$ cat src/rtl/rf_wb_sched.sv
// Write-back scheduler: round-robin sharing of the register-file write port
// between EXU (wb0) and LSU (wb1), with a per-register pending-write scoreboard.
module rf_wb_sched #(
   parameter int ADDR_WIDTH = 5,
   parameter int DATA_WIDTH = 32,
   parameter int CNT_WIDTH  = 2
) (
   input  logic                  clk,
   input  logic                  rst_n,
   input  logic                  issue_valid,
   input  logic [ADDR_WIDTH-1:0] issue_rd,
   output logic                  issue_ready,
   input  logic                  wb0_valid,
   input  logic [ADDR_WIDTH-1:0] wb0_addr,
   input  logic [DATA_WIDTH-1:0] wb0_data,
   output logic                  wb0_ready,
   input  logic                  wb1_valid,
   input  logic [ADDR_WIDTH-1:0] wb1_addr,
   input  logic [DATA_WIDTH-1:0] wb1_data,
   output logic                  wb1_ready,
   output logic                  rf_wen,
   output logic [ADDR_WIDTH-1:0] rf_waddr,
   output logic [DATA_WIDTH-1:0] rf_wdata,
   input  logic [ADDR_WIDTH-1:0] chk_addr1,
   input  logic [ADDR_WIDTH-1:0] chk_addr2,
   output logic                  chk_busy1,
   output logic                  chk_busy2,
   output logic                  sb_err
);

   localparam int NREG = 2**ADDR_WIDTH;

   logic [CNT_WIDTH-1:0]  r_cnt [NREG];
   logic                  r_rr_ptr;
   logic                  r_wen_p1;
   logic [ADDR_WIDTH-1:0] r_waddr_p1;
   logic [DATA_WIDTH-1:0] r_wdata_p1;
   logic                  r_sb_err;

   logic                  w_gnt0;
   logic                  w_gnt1;
   logic [ADDR_WIDTH-1:0] w_gnt_addr;
   logic [DATA_WIDTH-1:0] w_gnt_data;
   logic                  w_wr_fire;
   logic                  w_issue_inc;
   logic                  w_underflow;
   logic [NREG-1:0]       w_inc;
   logic [NREG-1:0]       w_dec;

   // r_rr_ptr = 0 favours wb0 on contention, 1 favours wb1
   assign w_gnt0     = wb0_valid & (~wb1_valid | ~r_rr_ptr);
   assign w_gnt1     = wb1_valid & ~w_gnt0;
   assign wb0_ready  = w_gnt0;
   assign wb1_ready  = w_gnt1;
   assign w_gnt_addr = w_gnt1 ? wb1_addr : wb0_addr;
   assign w_gnt_data = w_gnt1 ? wb1_data : wb0_data;
   assign w_wr_fire  = (w_gnt0 | w_gnt1) && (w_gnt_addr != '0);

   assign issue_ready = (issue_rd == '0) || (r_cnt[issue_rd] != '1);
   assign w_issue_inc = issue_valid && issue_ready && (issue_rd != '0);
   assign w_underflow = r_wen_p1 && (r_cnt[r_waddr_p1] == '0);

   assign chk_busy1 = (chk_addr1 != '0) && (r_cnt[chk_addr1] != '0);
   assign chk_busy2 = (chk_addr2 != '0) && (r_cnt[chk_addr2] != '0);

   assign rf_wen   = r_wen_p1;
   assign rf_waddr = r_waddr_p1;
   assign rf_wdata = r_wdata_p1;
   assign sb_err   = r_sb_err;

   always_comb begin
      w_inc = '0;
      w_dec = '0;
      if (w_issue_inc) w_inc[issue_rd] = 1'b1;
      if (r_wen_p1)    w_dec[r_waddr_p1] = 1'b1;
   end

   // ---- p0 -> p1: grant captured into the write-port register ----
   always_ff @(posedge clk or negedge rst_n) begin
      if (!rst_n) begin
         r_rr_ptr   <= 1'b0;
         r_wen_p1   <= 1'b0;
         r_waddr_p1 <= '0;
         r_wdata_p1 <= '0;
         r_sb_err   <= 1'b0;
      end else begin
         if (w_gnt0)      r_rr_ptr <= 1'b1;
         else if (w_gnt1) r_rr_ptr <= 1'b0;
         r_wen_p1 <= w_wr_fire;
         if (w_wr_fire) begin
            r_waddr_p1 <= w_gnt_addr;
            r_wdata_p1 <= w_gnt_data;
         end
         r_sb_err <= r_sb_err | w_underflow;
      end
   end

   // Simultaneous issue and commit to one register cancel out
   always_ff @(posedge clk or negedge rst_n) begin
      if (!rst_n) begin
         for (int i = 0; i < NREG; i++) r_cnt[i] <= '0;
      end else begin
         for (int i = 0; i < NREG; i++) begin
            if (w_inc[i] && !w_dec[i])
               r_cnt[i] <= r_cnt[i] + CNT_WIDTH'(1);
            else if (w_dec[i] && !w_inc[i] && (r_cnt[i] != '0))
               r_cnt[i] <= r_cnt[i] - CNT_WIDTH'(1);
         end
      end
   end

endmodule

$ cat config.mk
export PLATFORM = sky130hd
export DESIGN_NAME = rf_wb_sched
export DESIGN_NICKNAME = d
export VERILOG_FILES = /design/src/rtl/rf_wb_sched.sv
export SDC_FILE = /design/constraint.sdc
export NUM_CORES = 1
export LEC_CHECK = 0
export ABC_AREA = 1
export BUFFER_PORTS_ARGS = -buffer_cell sky130_fd_sc_hd__clkbuf_2
export CORE_UTILIZATION = 45
export DETAILED_ROUTE_END_ITERATION = 6
export HOLD_SLACK_MARGIN = 0.03
export PLACE_DENSITY_LB_ADDON = 0.05
export SLEW_MARGIN = 15
export SYNTH_ARGS = -nofsm -noshare
export SYNTH_HDL_FRONTEND = slang
export SYNTH_SLANG_ARGS = --single-unit
$ cat constraint.sdc
create_clock -name clk -period 2 [get_ports clk]
set_input_delay 0.1 -clock clk [delete_from_list [all_inputs] [get_ports clk]]
set_output_delay 0.1 -clock clk [all_outputs]
set_load 0.02 [all_outputs]
==> results_dict.tcl <==
set metrics [dict create \
    routed_wirelength_um 29850 \
    worstPathArrival_ns 1.94 \
    dp_cells 1598 \
    area_growth_pct 44.05 \
    final_nets 1569 \
    hpwl_um 19410 \
    drc 0 \
    reg2reg_from "r_cnt[21]" \
    yosysWarnings 0 \
    p_leak_nw 5.291 \
    design_area_um2 10860 \
    synth_edf_count 0 \
    root_buffer "clkbuf_16" \
    cp_num_buf_inv 3 \
    cp_common_cell "nand2_1" \
    num-fill-cells 1396 \
    yosysMostFrequentCell "nand2_1" \
    min_period_over_period_pct 102.1 \
    worst-r2r-cell-count 15 \
    fp-row-count 46 \
    startpoint "r_cnt[6]" \
    finClkSkew_ns 0.01226 \
    setup_viol 3 \
    grt_pass1_wl_um 43960 \
    worst_hold_startpoint "wb1_data[7]" \
    crit_family "simple AND/OR/NAND/NOR gates" \
    fin_crit_ns 2.042 \
    fin_ws_ns -0.04243 \
    wl_met1_um 12010 \
    first_iter_violations 839 \
    grt_max_degree 41 \
    synth_area_per_cell_um2 6.254 \
    start_kind "flip-flop" \
    max-slew-margin-rel_pct 61.14 \
    gp_congestion 0.9921 \
    p_total_mw 10.46 \
    port_buffers 137 \
    power_per_cell_area_nw_per_um2 963.7 \
    yosysTopAreaCell "dfrtp_1" \
    worstHoldPathCells 3 \
    start_util_pct 46.76 \
    die_area_um2 17270 \
    final-hold-violation-count 0 \
    top_layer "met5" \
    syn_inst 1205 \
    multi_input_area_um2 4795 \
    placed_cell_area_um2 8996 \
    chipWidth_um 131.4 \
    cp-end-kind "primary output" \
    yosysUniqueCellTypes 33 \
    ant_nets 0 \
    vias 9450 \
    cp_slowest_stage_delay_ns 0.42 \
    max_freq_ghz 0.4896 \
    wire_per_inst_um 17.60 \
    die_y_um 131.4 \
    ys.flop_type "dfrtp_1" \
    first_pass_iters 5 \
    synth.area.top_cells "dfrtp_1 35%, nand2_1 19%, nor2_1 12%" \
    cts_sinks 104 \
    crit_fanout 2 \
    cpMaxStageDelayCell "dfrtp_1" \
    regToRegSetupSlack_ns -0.01 \
    antenna_found_initial 1 \
    r2r_end "r_cnt[56]" \
    clk_latency_ns 0.37 \
    diodes 0 \
    grt_use_total_pct 32.13 \
    grt_remaining_overflow 0 \
    core_um2 16120 \
    rsz0062_at_grt "true" \
    clkTransAtPathRegs_ns 0.08 \
    cp.depth 11 \
    hold_path_class "input port to flip-flop" \
    ir_drop_mv 0.4917 \
    ys_seq_area_share_pct 34.53 \
    wl_met3_um 2731 \
    synth_common_cells "377 x nand2_1, 234 x nor2_1, 136 x inv_1" \
    outcome "complete, but fails checks" \
    clock_path_buffers 2 \
    seq_area_um2 2610 \
    pin_count 138 \
    synth_area_um2 7536 \
    avgViaCountPerCell 5.572 \
    grt_pass1_vias 8571 \
    route.met2.wl_um 13860 \
    slew_viol_final 0 \
    ys_ff_latch 104 \
    netlist.area_leader.share_pct 34.53 \
    dp_slack_ns -0.1352 \
    cts_tree "built" \
    critPathKind "flip-flop to primary output" \
    cts_buffers 9 \
    cp_data_required_time_ns 1.90 \
    violations "setup timing" \
    worstMarginPinSlew_ns 0.5823 \
    maxCapViolations 0 \
    cts-htree-levels 3 \
    fin_cells 1696 \
    path_cells "buf_6 > or2_4 > o22ai_4 > a21oi_2 > o211ai_1 > nand3_1 > nand2_1 > nand2_1 > nand2_2 > inv_2 > buf_8" \
    synth-async-reset-ratio_pct 100.0 \
    hold_end "rf_wdata[7]" \
    layout-drive-gt1-share_pct 27.30 \
    holdWs_ns 0.03158 \
    synth_nets 1299 \
]
where the power goes:
part	leakage (nW)	total [mW]	switching [mW]	internal, mW
clock	0.143	1.84	0.960	0.884
sequential	1.26	3.50	0.722	2.78
combinational	3.89	5.12	2.91	2.21
flip-flops by register name, indices dropped and copies added, names as in the netlist:
signal    flops
r_rr_ptr      1
r_cnt        64
rf_wdata     32
sb_err        1
rf_wen        1
rf_waddr      5
cells by family after synthesis:
group,share of synthesized area (%)
AO/OA/AOI/OAI,13.63
buffers and inverters,9.679
multiplexers,0.2657
flip-flops,34.53
AND/OR/NAND/NOR,41.89
stage by stage:
step	setup TNS [ns]	utilization [%]
after floorplan	0	-
after detailed placement	-2.530	55.82
after global routing	-5.233	67.36
final	-0.06305	67.36
after global placement	-2.761	55.82
after CTS	-0.1017	61.77
worst max path at each step:
stage | slack (ns) | end
6_report | -0.04 | chk_busy2
4_1_cts | -0.04 | chk_busy1
5_1_grt | -0.15 | r_cnt[40]
3_5_place_dp | -0.14 | r_cnt[57]
3_3_place_gp | -0.13 | r_cnt[31]
2_1_floorplan | 0.01 | rf_wdata[10]
per-layer routing:
metal	vias up	GRT usage, %
met5	-	0
li1	4461	-
met2	541	52.35
met3	103	7.407
met4	2	13.24
met1	4343	40.87
timing repair:
action | CTS | global route
hold buffers | 48 | 0
endpoints found under the setup margin | 18 | 102
cloned | 0 | 11
endpoints found under the hold margin | 68 | 0
pin swaps | 15 | 49
buffers inserted | 8 | 15
resized for setup | 37 | 162
area by class of cell:
| cell class | count | share of cell area [%] |
|---|---|---|
| inverters | 140 | 5.014 |
| repair buffers | 295 | 21.60 |
| clock inverters | 6 | 0.5763 |
| well taps | 216 | 2.490 |
| multi-input cells | 925 | 44.17 |
| clock buffers | 10 | 2.109 |
| flip-flops and latches | 104 | 24.04 |
worst reg2reg max path, delay by kind of cell (launching register included):
kind / cells / cell delay, ns
buffers and inverters: 2 / 0.33
DFF: 1 / 0.44
and+or+nand+nor: 12 / 1.06
AOI/OAI and AO/OA: 1 / 0.08
cells in the final DEF, fill, tap and decap left out, types with 27 or more instances in the layout:
cell type      instances
buf_4                 77
inv_1                130
a21oi_1               27
clkbuf_2             132
nand2_1              355
nand4_1               47
nand3_1               49
dlygate4sd3_1         48
dfrtp_1               98
nor2_1               202
o21ai_0               46
(Power assumes the default switching activity.)
